[src/rtl/irq_controller.sv]
// Multi-source interrupt controller: per-source synchroniser with edge/level pending,
// fixed-priority arbitration (index 0 highest) and a req/ack/done handshake with the core.

module irq_lane #(
    parameter int SYNC_STAGES = 2,
    parameter bit EDGE        = 1'b1
) (
    input  logic clk,
    input  logic rst,
    input  logic src,
    input  logic clr,
    output logic pending
);
    logic [SYNC_STAGES-1:0] sync;
    logic                   prev;
    logic                   latched;
    logic                   synced;

    assign synced = sync[SYNC_STAGES-1];

    always_ff @(posedge clk or posedge rst) begin
        if (rst) begin
            sync    <= '0;
            prev    <= 1'b0;
            latched <= 1'b0;
        end else begin
            sync <= {sync[SYNC_STAGES-2:0], src};
            prev <= synced;
            // a fresh edge beats an ack clear landing in the same cycle
            if (synced && !prev) latched <= 1'b1;
            else if (clr)        latched <= 1'b0;
        end
    end

    assign pending = EDGE ? latched : synced;
endmodule

module irq_controller #(
    parameter int                 NUM_SRC     = 8,
    parameter int                 ID_W        = (NUM_SRC > 1) ? $clog2(NUM_SRC) : 1,
    parameter logic [NUM_SRC-1:0] EDGE_MASK   = {NUM_SRC{1'b1}},
    parameter int                 SYNC_STAGES = 2
) (
    input  logic               clk,
    input  logic               rst,
    input  logic [NUM_SRC-1:0] irq_src_i,
    input  logic [NUM_SRC-1:0] irq_en_i,
    input  logic               glb_en_i,
    input  logic               irq_ack_i,
    input  logic               irq_done_i,
    output logic               irq_req_o,
    output logic [ID_W-1:0]    irq_id_o,
    output logic [NUM_SRC-1:0] pending_o,
    output logic               busy_o
);
    typedef enum logic [1:0] {IDLE, REQ, SERVICE} state_t;

    state_t             state, state_nxt;
    logic [ID_W-1:0]    id, id_nxt, win;
    logic [NUM_SRC-1:0] cand, clr;
    logic               any;

    for (genvar g = 0; g < NUM_SRC; g++) begin : g_lane
        irq_lane #(
            .SYNC_STAGES(SYNC_STAGES),
            .EDGE       (EDGE_MASK[g])
        ) u_lane (
            .clk    (clk),
            .rst    (rst),
            .src    (irq_src_i[g]),
            .clr    (clr[g]),
            .pending(pending_o[g])
        );
    end

    assign cand = pending_o & irq_en_i;
    assign any  = |cand;

    always_comb begin
        win = '0;
        for (int i = NUM_SRC - 1; i >= 0; i--)
            if (cand[i]) win = ID_W'(i);
    end

    assign clr = (state == REQ && irq_ack_i) ? (NUM_SRC'(1) << id) : '0;

    always_ff @(posedge clk or posedge rst) begin
        if (rst) begin
            state <= IDLE;
            id    <= '0;
        end else begin
            state <= state_nxt;
            id    <= id_nxt;
        end
    end

    always_comb begin
        state_nxt = state;
        id_nxt    = id;
        case (state)
            IDLE:    if (glb_en_i && any) begin
                         state_nxt = REQ;
                         id_nxt    = win;
                     end
            // id is frozen while requesting; ack takes precedence over withdrawal
            REQ:     if (irq_ack_i)                    state_nxt = SERVICE;
                     else if (!cand[id] || !glb_en_i)  state_nxt = IDLE;
            SERVICE: if (irq_done_i)                   state_nxt = IDLE;
            default:                                   state_nxt = IDLE;
        endcase
    end

    assign irq_req_o = (state == REQ);
    assign busy_o    = (state == SERVICE);
    assign irq_id_o  = id;
endmodule

[config.mk]
export PLATFORM = sky130hd
export DESIGN_NAME = irq_controller
export DESIGN_NICKNAME = d
export VERILOG_FILES = /design/src/rtl/irq_controller.sv
export SDC_FILE = /design/constraint.sdc
export NUM_CORES = 1
export LEC_CHECK = 0
export ABC_AREA = 1
export BUFFER_PORTS_ARGS = -buffer_cell sky130_fd_sc_hd__buf_2
export CAP_MARGIN = 20
export CORE_ASPECT_RATIO = 1.5
export CORE_MARGIN = 2
export CORE_UTILIZATION = 30
export CTS_BUF_LIST = sky130_fd_sc_hd__clkbuf_16
export CTS_CLUSTER_SIZE = 20
export DETAILED_ROUTE_END_ITERATION = 10
export GPL_TIMING_DRIVEN = 0
export PLACE_DENSITY = 0.53
export REMOVE_ABC_BUFFERS = 1
export SYNTH_ARGS = -nofsm -noshare
export SYNTH_HDL_FRONTEND = slang
export SYNTH_SLANG_ARGS = --single-unit
[constraint.sdc]
create_clock -name clk -period 1.3 [get_ports clk]
set_input_delay 0.13 -clock clk [delete_from_list [all_inputs] [get_ports clk]]
set_output_delay 0.13 -clock clk [all_outputs]
set_load 0.05 [all_outputs]
## Word level (Yosys, flattened, before mapping)

Index checks and enable logic that the tools add are counted.

| storage, ports and cells | value |
|---|---|
| register bits after elaboration | 37 |
| input bits | 21 |
| output and inout bits | 13 |
| word-level logic and storage cells | 99 |

| operators by class | value |
|---|---|
| order comparisons | 1 |
| eq/ne operators | 5 |
| shift operators | 1 |
| muxes and demuxes | 32 |
| bitwise operators | 1 |
| reductions and logical operators | 33 |

Operator list:

| kind | count |
|---|---|
| 3-bit 2-to-1 mux | 8 |
| 1-bit 2-to-1 mux | 17 |
| 2-bit nonzero test | 8 |
| 1-bit logical AND | 10 |
| 1-bit logical NOT | 10 |
| 8-bit AND | 1 |
| 2-bit 2-to-1 mux | 4 |
| 8-bit 2-to-1 mux | 1 |
| 8-bit OR reduction | 1 |
| 1-bit by 3-bit left shift with 8-bit output (first input constant) | 1 |
| 2-bit case mux with 3 select lines | 1 |
| 3-bit by 4-bit less-than comparator with 1-bit output (second input constant) | 1 |
| 2-bit != test (second input constant) | 2 |
| 1-bit binary-select mux with 3-bit select | 1 |
| 3-bit by 2-bit != test with 1-bit output (second input constant) | 1 |
| 3-bit AND reduction | 1 |
| 2-bit by 1-bit equality test with 1-bit output (second input constant) | 1 |
| 2-bit equality test (second input constant) | 1 |
| 2-bit logical NOT | 1 |
| 2-bit AND reduction | 1 |
| 1-bit logical OR | 1 |

## Depth between registers and ports, before layout

Gate-level depths: netlist of the first run.

| depth | value |
|---|---|
| word-level depth | 9 |
| mapped depth | 10 |
| gate-level depth less buffers | 10 |

## By module

From an unflattened synthesis of the first run, not the netlist that was laid out.

| unflattened totals | value |
|---|---|
| cells, all modules | 165 |
| area, all modules | 1445.1 um2 |

Modules (own cells, without submodules):

| module | times used | cells each | area an instance (um2) | seq. area each (um2) |
|---|---|---|---|---|
| irq_lane | 8 | 10 | 122.6 | 100.1 |
| irq_controller | 1 | 85 | 464.2 | 125.1 |

## Worst setup path before layout of the first run

OpenSTA, ideal clock, no wires.

| path | value |
|---|---|
| path type | flip-flop to flip-flop |
| from | register id[0] (netlist: irq_id_o[0]) |
| to | register state[0] |
| setup time | 0.119 ns |
| arrival time | 1.218 ns |
| required time | 1.181 ns |
| slack | -0.037 ns |
| stages on the path, launching flop included | 10 |
| path buffers | 0 |
| clock period less this slack | 1.337 ns |
| cell sequence | dfrtp_1 > inv_1 > nor2_2 > nand2_1 > nand2_1 > nor2_1 > nand2_1 > nand2_1 > nand2_1 > nand2_1 |

| between the ends | value |
|---|---|
| longest elaborated chain between the ends | 6 |

Ends and longest elaborated chain:

| element | line | RTL |
|---|---|---|
| from (decl) | 59 | `logic [ID_W-1:0] id, id_nxt, win;` |
| from (signal assigned) | 93 | `id <= id_nxt;` |
| 1-bit binary-select mux with 3-bit select | 107 | `else if (!cand[id] \|\| !glb_en_i) state_nxt = IDLE;` |
| 1-bit 2-to-1 mux (not written as such) | 107 |  |
| 1-bit logical NOT | 107 |  |
| 1-bit logical OR | 107 |  |
| 3-bit by 2-bit != test with 1-bit output (no line) | n/a |  |
| 3-bit AND reduction (no line) | n/a |  |
| to (signal assigned) | 92 | `state <= state_nxt;` |
| to (decl) | 58 | `state_t state, state_nxt;` |

Every way passes these cells. The select of a mux whose other input is x is not followed.
A chain may end at the register's enable or synchronous reset.

## Worst setup path in the final report of the first run

| path | value |
|---|---|
| from | register state[1] |
| to | output irq_req_o |

| between the ends | value |
|---|---|
| longest elaborated chain between the ends | 1 |

Ends and longest elaborated chain:

| element | line | RTL |
|---|---|---|
| 2-bit by 1-bit equality test with 1-bit output | 113 | `assign irq_req_o = (state == REQ);` |
| to (decl) | 51 | `output logic irq_req_o,` |

Every way passes these cells.

==> results.md, run 1 <==
- Status: completed
- Power per Cell Area: 1930 mW/mm^2
- P_leak: roughly 0.00091 uW
- Fin area: 0.00185 mm^2
- TritonCTS clock tree: built
- Mapped Avg Cell Area: 9.82 um^2
- # fillers: 452
- Measured slew at the worst slew-check pin: 0.790 ns
- Hold Slack: 0.00137 ns
- Port Buf Inserts: 33
- DR vias: 1013
- Clk buf depth: 2
- Sequential-to-total area share from yosys stat: about two thirds
- Largest net degree at the start of global routing: 20
- # placed instances: 217
- Root Buffer: clkbuf_16
- Final Power: 3570 uW
- GRT overflow: 0
- Starting density of the core: a little under a third
- Seq cells post-synth: 37
- # clock sinks: 37
- Syn. warnings: 0
- Cell variety after synth: 15
- Placed cell areas: around 0.0016 mm^2
- Final hold viol count: 0
- Vias in the first global route: about 1000
- Post-CTS Setup Inserts: 0
- Cell Count, Final, Fillers Out: ~230
- Cell taking the most area after synthesis: dfrtp_1
- Total track usage: 11.1%
- Final clock skew: approximately 0.0026 ns
- Fin crit period: roughly 1.2 ns
- Reg2reg start: g_lane[2].u_lane.pending$_DFFE_PP0P_
- Share of cells above drive strength 1: 27.2%
- DR pass1 iterations: 4
- Cells after Synth: 143
- Io pins: 34
- Core ar.: 0.00450 mm^2
- Row count: 30
- Req. time, crit path: 1.17 ns
- Antenna diodes: 0
- Dominant cells by area after synthesis: dfrtp_1 (66%), nand2_1 (10%), o21ai_0 (6.4%), inv_1 (5.3%), buf_4 (4.3%)
- Synth top area share: between 60% and 70%
- Critical Path Source Type: register
- H-tree levels: 2
- Max Clk Rate: 820 MHz
- Critical path arrival: 1.09 ns
- Chip height: 87.8 um
- Max cap viols: 0
- Crit path kind: register to primary output
- HPWL Detailed: 1900 um
- Remaining DRCs: 0
- Slew headroom: 47.3%
- Clk slew on worst S/H paths: approximately 0.050 ns
- Initial antenna violation count: 0
- Die Span X: 59.9 um
- Tcrit/Tclk final: approximately 94%
- Nets: ~200
- Clk_lat worst skew: ~0.27 ns
- Worst Setup End Kind: primary output
- WL final: 2540 um
- Post-route antenna net violation count: 0
- Final setup fails: 0
- Initial detailed-routing violation count: 25
- DR WL/cell: 11.0 um
- First-pass GRT wire length: 4290 um
- Mapped cell area: 0.00140 mm^2
- GP Congestion: 0.883
- Area growth, synth to finish: 31.5%
- CP max FO: 3
- Total CTS buffers: 5
- VDD IR-drop max: between 0.001 and 0.0015 V
- Via density: 4.37
- CP Launch Point: state[1]$_DFFE_PP0P_
- Die area: around 0.0053 mm^2
- Final Max Tran Viols: 0
- Hold Path Class: input pin to async pin
- RSZ-0062 raised after global routing: yes
-- path summary, 6_finish.rpt --
path	to	cells after the start	slack [ns]
worst max-delay path	irq_req_o	4	0.08
worst min-delay path	g_lane[5].u_lane.sync[0]$_DFF_PP0_	2	0.001
worst max register to register	irq_id_o[0]$_DFFE_PP0P_	8	0.09
worst min register to register	g_lane[6].u_lane.sync[1]$_DFF_PP0_	0	0.34
max in group asynchronous	g_lane[7].u_lane.sync[0]$_DFF_PP0_	3	0.75
min in group clk	state[0]$_DFFE_PP0P_	3	0.19
-- where the power goes --
group	internal, uW	switching (uW)	total, uW
sequential	1300	135	1430
clock	684	392	1080
combinational	298	764	1060
-- area by class of cell --
| class | count | area, um^2 | area share [%] |
|---|---|---|---|
| Clock inverter | 2 | 7.51 | 0.407 |
| Clock buffer | 5 | 125 | 6.78 |
| Inverter | 20 | 75.1 | 4.07 |
| Tap cell | 48 | 60.1 | 3.25 |
| Sequential cell | 37 | 927 | 50.2 |
| Timing Repair Buffer | 42 | 275 | 14.9 |
| Multi-Input combinational cell | 78 | 375 | 20.3 |
-- critical path, stage by stage (launching register included) --
cell and delay (ns):
dfrtp_1 0.37, inv_1 0.08, nand2_1 0.11, inv_1 0.07, buf_4 0.19
-- per-layer routing --
| metal | global-route usage, % | share of wire (%) | vias up |
|---|---|---|---|
| met4 | 4.44 | 2.3 | 0 |
| met2 | 18.3 | 50 | 38 |
| li1 | - | - | 512 |
| met3 | 4.28 | 6.1 | 7 |
| met5 | 0 | 0 | - |
| met1 | 12.6 | 42 | 456 |
-- sequential cells by signal, indices dropped and copies added, names as in the netlist --
register and flops:
g_lane.u_lane.sync 16, g_lane.u_lane.pending 8, g_lane.u_lane.prev 8, irq_id_o 3, state 2
-- repair_timing --
action                     in CTS  in global routing
resized for setup               1                 16
setup endpoints to repair       1                 10
cloned                          0                  0
pin swaps                       0                  1
hold endpoints to repair        8                  0
hold buffers                    8                  0
-- synth_stat cells (all sizes together) --
| cell | n |
|---|---|
| nand2 | 38 |
| dfrtp | 37 |
| inv | 20 |
| o21ai | 19 |
| nor2 | 12 |
| buf | 8 |
| a21oi | 3 |
| nand3 | 2 |
| nand4 | 1 |
| nor3 | 1 |
| o21bai | 1 |
| or2 | 1 |
-- layout by cell type (no fill, tap or decap) --
master,count
dfrtp_1,36
nand2_1,33
buf_2,32
inv_1,21
o21ai_0,13
nor2_1,9
dlygate4sd3_1,8
o21ai_1,6
nand2_2,5
clkbuf_16,5
a21oi_1,3
nor2_4,2
nand3_4,1
nor3_1,1
or2_2,1
o21bai_1,1
nor2_2,1
nand3_1,1
nand4_1,1
clkinv_1,1
dfrtp_2,1
buf_16,1
buf_4,1
-- kinds of logic (layout without fill, tap and decap cells) --
logic type      Yosys count  in the layout  synth area share, %
simple gates             55             55                 16.0
compound gates           23             23                 8.38
buf+inv                  28             69                 9.63
flops                    37             37                 66.0
-- through the flow --
step           TNS (ns)  setup WS [ns]  utilization, %
6_report              0         0.0806            41.0
5_1_grt         -0.0270        -0.0182            41.0
4_1_cts               0         0.0354            40.2
3_5_place_dp          0        0.00856            35.4
3_3_place_gp      -4.69         -0.128            34.8
2_1_floorplan    -0.216        -0.0514               -
Note: power is estimated with default switching activity, not from simulation.
==> run 2, diff against run 1 <==
- SYNTH_HIERARCHICAL: unset -> 1
==> results.md, run 2 <==
- Finished Core Util: 43.1% (+2.2 points)
- CP Launch Point: state[1]$_DFFE_PP0P_
- R2r setup slk: 0.13 ns (+0.04 ns)
- Largest Register: g_lane.u_lane/sync
- Slew headroom: 82.5% (+35 points)
- Crit path to: irq_req_o
- Seq cells post-synth: 37 (unchanged)
- Final hold viol count: 0 (unchanged)
- Port Buf Inserts: 33 (unchanged)
- Crit path kind: register to primary output
- Measured slew at the worst slew-check pin: 0.261 ns (-0.529 ns)
- CP top delay family: flip-flops
- Via density: 4.07 (-6.7%)
- First-pass GRT wire length: 4820 um (+12%)
- Die area: 0.00540 mm^2 (+2.8%)
- Post-route antenna net violation count: 0 (unchanged)
- Post-place setup slack: 0.0543 ns (+0.0458 ns)
- Max cap viols: 0 (unchanged)
- Sequential-to-total area share from yosys stat: 64.1% (-1.9 points)
- Cells after Synth: 165 (+15%)
- Hold Path Class: input pin to register
- Share of cells above drive strength 1: 27.0% (-0.20 points)
- Post-synth EDFFs: 0 (unchanged)
- Synth top area share: 64.1% (-1.9 points)
- Status: completed
- Tcrit/Tclk final: 93.3% (-0.49 points)
- Max Clk Rate: 824 MHz (+0.53%)
- Critical path arrival: 1.08 ns (about the same)
- Mapped Avg Cell Area: 8.76 um^2 (-11%)
- Fin crit period: 1.21 ns (-0.00638 ns)
- Cell with the most instances after synthesis: nand2_1
- Chip height: 89.0 um (+1.4%)
- VDD IR-drop max: 0.000904 V (-19%)
- R2R depth: 8 (unchanged)
- Post-synth top flop: dfrtp_1
- Setup ws final: 0.0870 ns (+0.00638 ns)
- Clk_lat worst skew: 0.27 ns (about the same)
- Most frequent cells in the layout: nand2_1 (55), inv_1 (35), dfrtp_1 (34), buf_2 (31), nor2_1 (12)
- Power per Cell Area: 2030 mW/mm^2 (+4.8%)
- DR vias: 1136 (+12%)
- GRT overflow: 0 (unchanged)
- Vias in the first global route: 1144 (+13%)
- Final Max Tran Viols: 0 (unchanged)
- Max FFs per register: 16 (unchanged)
- Most common cell after layout, fill and taps aside: nand2_1
- Reg2reg start: g_lane[1].u_lane/pending$_DFFE_PP0P_
- Clk buf depth: 2 (unchanged)
- Starting density of the core: 31.6% (+0.39 points)
- P_leak: 0.00102 uW (+12%)
- Levels on crit path: 2 (-2)
- Total track usage: 12.3% (+1.2 points)
- Core ar.: 0.00458 mm^2 (+1.7%)
- Total CTS buffers: 5 (unchanged)
- Slowest CP cell: dfrtp_1
- Root Buffer: clkbuf_16
- TritonCTS clock tree: built
- Initial antenna violation count: 0 (unchanged)
- Cell variety after synth: 14 (-1)
- H-tree levels: 2 (unchanged)
- Cell taking the most area after synthesis: dfrtp_1
- Row count: 30 (unchanged)
- Mapped cell area: 0.00145 mm^2 (+2.9%)
- Fraction of registers with async set/reset: 100% (unchanged)
- Io pins: 34 (unchanged)
- Nets: 235 (+15%)
- R2r endpoint: irq_id_o[0]$_DFFE_PP0P_
- Area growth, synth to finish: 36.7%
- Syn. warnings: 6 (+6)
- Req. time, crit path: 1.17 ns (about the same)
- Post-synth top cells: nand2_1 (58), dfrtp_1 (37), inv_1 (37)
- WP buf/inv: 1 (-2)
- DR pass1 iterations: 4 (unchanged)
- Critical Path Source Type: register
- Die Span X: 60.7 um (+1.4%)
- HPWL Detailed: 2160 um (+14%)
- Largest net degree at the start of global routing: 13 (-35%)
- Cell Count, Final, Fillers Out: 279 (+20%)
- Final clock skew: 0.00314 ns (+0.000533 ns)
- CP max FO: 5 (+2)
- Antenna diodes: 0 (unchanged)
- Initial detailed-routing violation count: 25 (unchanged)
- Clk slew on worst S/H paths: 0.05 ns (about the same)
- # placed instances: 262 (+21%)
- WL final: 2750 um (+7.9%)
- Cell breakdown of the critical path: nor2_2, clkbuf_4
- Dominant cells by area after synthesis: dfrtp_1 (64%), nand2_1 (15%), inv_1 (9.6%), nor2_1 (4.4%), a21oi_1 (1.4%)
- Worst path max stage delay: 0.42 ns (+0.05 ns)
- Worst Setup End Kind: primary output
- DR WL/cell: 9.84 um (-10%)
- Final setup fails: 0 (unchanged)
- Remaining DRCs: 0 (unchanged)
- RSZ-0062 raised after global routing: no
- # clock sinks: 37 (unchanged)
- GP Congestion: 0.763 (-14%)
==> run 2: per-layer routing <==
layer	share of wire (%)	global-route usage (%)	vias to the layer above	wire length, um
met4	2.1	6.52	0	59
li1	-	-	577	-
met5	0	0	-	0
met2	52	21.3	28	1440
met3	5.3	3.33	5	146
met1	40	13.2	526	1100
==> run 2: worst min-delay path by stage <==
| stage | cells after the start | slack, ns | end | from |
|---|---|---|---|---|
| 4_1_cts | 2 | 0.03 | state[1]$_DFFE_PP0P_ | irq_done_i |
| 6_report | 2 | 0.04 | state[1]$_DFFE_PP0P_ | irq_done_i |
| 3_3_place_gp | 2 | 0.12 | g_lane[0].u_lane/pending$_DFFE_PP0P_ | rst |
| 2_1_floorplan | 1 | -0.10 | g_lane[0].u_lane/pending$_DFFE_PP0P_ | rst |
| 5_1_grt | 2 | 0.04 | state[1]$_DFFE_PP0P_ | irq_done_i |
| 3_5_place_dp | 2 | 0.12 | g_lane[3].u_lane/prev$_DFF_PP0_ | rst |
==> run 2: logic make-up (layout without fill, tap and decap cells) <==
group	count (synthesis)	count (layout)	synth area share, %
DFF	37	37	64.1
buffers and inverters	37	87	9.61
and+or+nand+nor	84	84	23.5
AOI/OAI and AO/OA	7	7	2.77
==> run 2: metrics by stage <==
| stage | TNS, ns | power [uW] | hold slack [ns] | cell area [um^2] |
|---|---|---|---|---|
| after floorplan | -1.93 | 2330 | -0.104 | 1450 |
| after detailed placement | 0 | 2630 | 0.121 | 1690 |
| after global placement | 0 | 2620 | 0.118 | 1690 |
| after CTS | 0 | 4020 | 0.0292 | 1950 |
| after global routing | 0 | 4260 | 0.0382 | 1980 |
| final | 0 | 4000 | 0.0378 | 1980 |
==> run 2: report_power, final <==
part           internal (uW)  switching [uW]
sequential              1320             167
combinational            329             862
clock                    896             432
total                   2540            1460
==> run 2: repair_timing <==
item                       CTS  global route
setup endpoints to repair    0            13
hold buffers                 9             0
gates resized for setup      0            15
buffers inserted             0             0
hold endpoints to repair    45             0
==> run 2: layout make-up <==
| class | instances | area [um^2] |
|---|---|---|
| sequential | 37 | 930 |
| clock buffer | 5 | 125 |
| timing repair buffer | 42 | 260 |
| clock inverter | 3 | 41.3 |
| fill | 495 | 2600 |
| multi-input combinational | 91 | 400 |
| tap | 64 | 80.1 |
| inverter | 37 | 139 |
==> run 3, diff against run 2 <==
- CELL_PAD_IN_SITES_DETAIL_PLACEMENT: unset -> 1
- CELL_PAD_IN_SITES_GLOBAL_PLACEMENT: unset -> 1
- PLACE_DENSITY: 0.53 -> 0.66
==> results.md, run 3 (synthesis results as in run 2) <==
- Vias in the first global route: 1175 (+2.7%)
- DR vias: 1153 (+1.5%)
- Setup TNS: 0 ns (unchanged)
- Final hold viol count: 0 (unchanged)
- Req. time, crit path: 1.17 ns (about the same)
- Hold Path Class: input pin to register
- Critical Path Source Type: register
- Min-Delay Endpoint: state[1]$_DFFE_PP0P_
- CP top delay family: flip-flops
- RSZ-0062 raised after global routing: yes
- R2r setup slk: 0.10 ns (-0.03 ns)
- Antenna diodes: 0 (unchanged)
- Initial antenna violation count: 0 (unchanged)
- Measured slew at the worst slew-check pin: 0.248 ns (-0.0132 ns)
- Final Max Tran Viols: 0 (unchanged)
- Slowest CP cell: dfrtp_1
- R2R depth: 8 (unchanged)
- Final Power: 4030 uW (+0.64%)
- Total track usage: 13.3% (+1.0 points)
- Max Clk Rate: 815 MHz (-1.2%)
- Via density: 4.10 (+0.77%)
- # clock sinks: 37 (unchanged)
- Row count: 30 (unchanged)
- Worst Setup End Kind: primary output
- Clk_lat worst skew: 0.27 ns (about the same)
- Port Buf Inserts: 33 (unchanged)
- Final setup fails: 0 (unchanged)
- Most frequent cells in the layout: nand2_1 (56), inv_1 (38), dfrtp_1 (35), buf_2 (32), nor2_1 (13)
- Io pins: 34 (unchanged)
- Final clock skew: 0.00119 ns (-0.00195 ns)
- Core ar.: 0.00458 mm^2 (unchanged)
- Tcrit/Tclk final: 94.4% (+1.1 points)
- Starting density of the core: 31.6% (unchanged)
- Hold path start: irq_done_i
- Status: completed
- Clk buf depth: 2 (unchanged)
- Met3 usage: 4.05% (+0.72 points)
- Power per Cell Area: 2030 mW/mm^2 (about the same)
- Clk slew on worst S/H paths: 0.05 ns (about the same)
- Root Buffer: clkbuf_16
- Largest net degree at the start of global routing: 12 (-1)
- CP max FO: 5 (unchanged)
- DR WL/cell: 10.7 um (+9.2%)
- Hold Path Depth: 2 (unchanged)
- Nets: 237 (+0.85%)
- WP buf/inv: 1 (unchanged)
- Largest Register: g_lane.u_lane/sync
- Layer with the highest usage: met2
- Worst path max stage delay: 0.42 ns (about the same)
- HPWL Detailed: 2430 um (+12%)
- First-pass GRT wire length: 5170 um (+7.3%)
- Max FFs per register: 16 (unchanged)
- Max cap viols: 0 (unchanged)
- Critical path arrival: 1.10 ns (+0.02 ns)
- Cell breakdown of the critical path: nor2_2, buf_2
- Fin crit period: 1.23 ns (+0.0147 ns)
- GR met2 Demand/Resource: 22.4% (+1.1 points)
- R2r endpoint: g_lane[0].u_lane/pending$_DFFE_PP0P_
- GP Congestion: 0.790 (+3.6%)
- Reg2reg start: state[1]$_DFFE_PP0P_
- TritonCTS clock tree: built
- Slew headroom: 83.3% (+0.89 points)
- Share of cells above drive strength 1: 24.9% (-2.1 points)
- Total CTS buffers: 5 (unchanged)
- Crit path kind: register to primary output
- Remaining DRCs: 0 (unchanged)
- Initial detailed-routing violation count: 6 (-76%)
- P_leak: 0.00104 uW (+2.0%)
- VDD IR-drop max: 0.00110 V (+22%)
- GRT overflow: 0 (unchanged)
- Met1 Usage GRT: 14.9% (+1.6 points)
- Die area: 0.00540 mm^2 (unchanged)
- Chip height: 89.0 um (unchanged)
- H-tree levels: 2 (unchanged)
- Post-route antenna net violation count: 0 (unchanged)
- Area growth, synth to finish: 37.5%
- WL final: 3020 um (+10%)
- Most common cell after layout, fill and taps aside: nand2_1
- DR pass1 iterations: 6 (+2)
- Die Span X: 60.7 um (unchanged)
==> run 3: repair_timing <==
action | in CTS | in global routing
setup endpoints to repair | 0 | 14
hold buffers | 9 | 0
setup buffers | 0 | 2
endpoints found under the hold margin | 45 | 0
gates resized for setup | 0 | 12
==> run 3: report_power, final <==
group          internal [uW]  switching (uW)
Combinational            353             901
Clock                    889             408
Sequential              1310             162
==> run 3: stage by stage <==
| step | worst slack (ns) | std cells | instance area [um^2] | util [%] | hold slack, ns |
|---|---|---|---|---|---|
| after CTS | 0.00608 | 279 | 1940 | 42.4 | 0.0367 |
| after global routing | -0.00922 | 281 | 1990 | 43.4 | 0.0396 |
| after global placement | 0.0351 | 262 | 1690 | 36.9 | 0.131 |
| after detailed placement | 0.0213 | 262 | 1690 | 36.9 | 0.134 |
| final | 0.0723 | 281 | 1990 | 43.4 | 0.0389 |
| after floorplan | -0.239 | 165 | 1450 | - | -0.104 |
==> run 3: layout make-up <==
class,count,area (um^2)
inverters,37,139
well taps,64,80.1
clock buffers,5,125
fillers,569,2590
clock inverters,3,37.5
repair buffers,44,277
multi-input cells,91,400
flip-flops and latches,37,928
==> run 3: worst max-delay path by stage <==
stage	startpoint	depth (start not counted)	slack, ns	to
floorplan	state[0]$_DFFE_PP0P_	9	-0.24	g_lane[7].u_lane/pending$_DFFE_PP0P_
global placement	g_lane[3].u_lane/pending$_DFFE_PP0P_	8	0.04	irq_id_o[0]$_DFFE_PP0P_
detailed placement	g_lane[3].u_lane/pending$_DFFE_PP0P_	8	0.02	irq_id_o[0]$_DFFE_PP0P_
CTS	g_lane[3].u_lane/pending$_DFFE_PP0P_	8	0.006	irq_id_o[0]$_DFFE_PP0P_
global route	state[1]$_DFFE_PP0P_	8	-0.009	g_lane[0].u_lane/pending$_DFFE_PP0P_
finish	state[1]$_DFFE_PP0P_	2	0.07	irq_req_o
==> run 3: worst register-to-register path: stages, from the launching register on <==
cell,delay (ns)
dfrtp_1,0.42
nor2_2,0.13
nand2_1,0.07
inv_1,0.10
nand2_2,0.10
nor2_4,0.11
inv_1,0.05
nand2_1,0.05
nand2_1,0.05
==> run 3: routing by layer <==
layer	wire (um)	part of all wire, %	up-vias
met3	98	3.2	7
met5	0	0	-
li1	-	-	580
met2	1630	54	20
met1	1220	40	546
met4	66	2.2	0
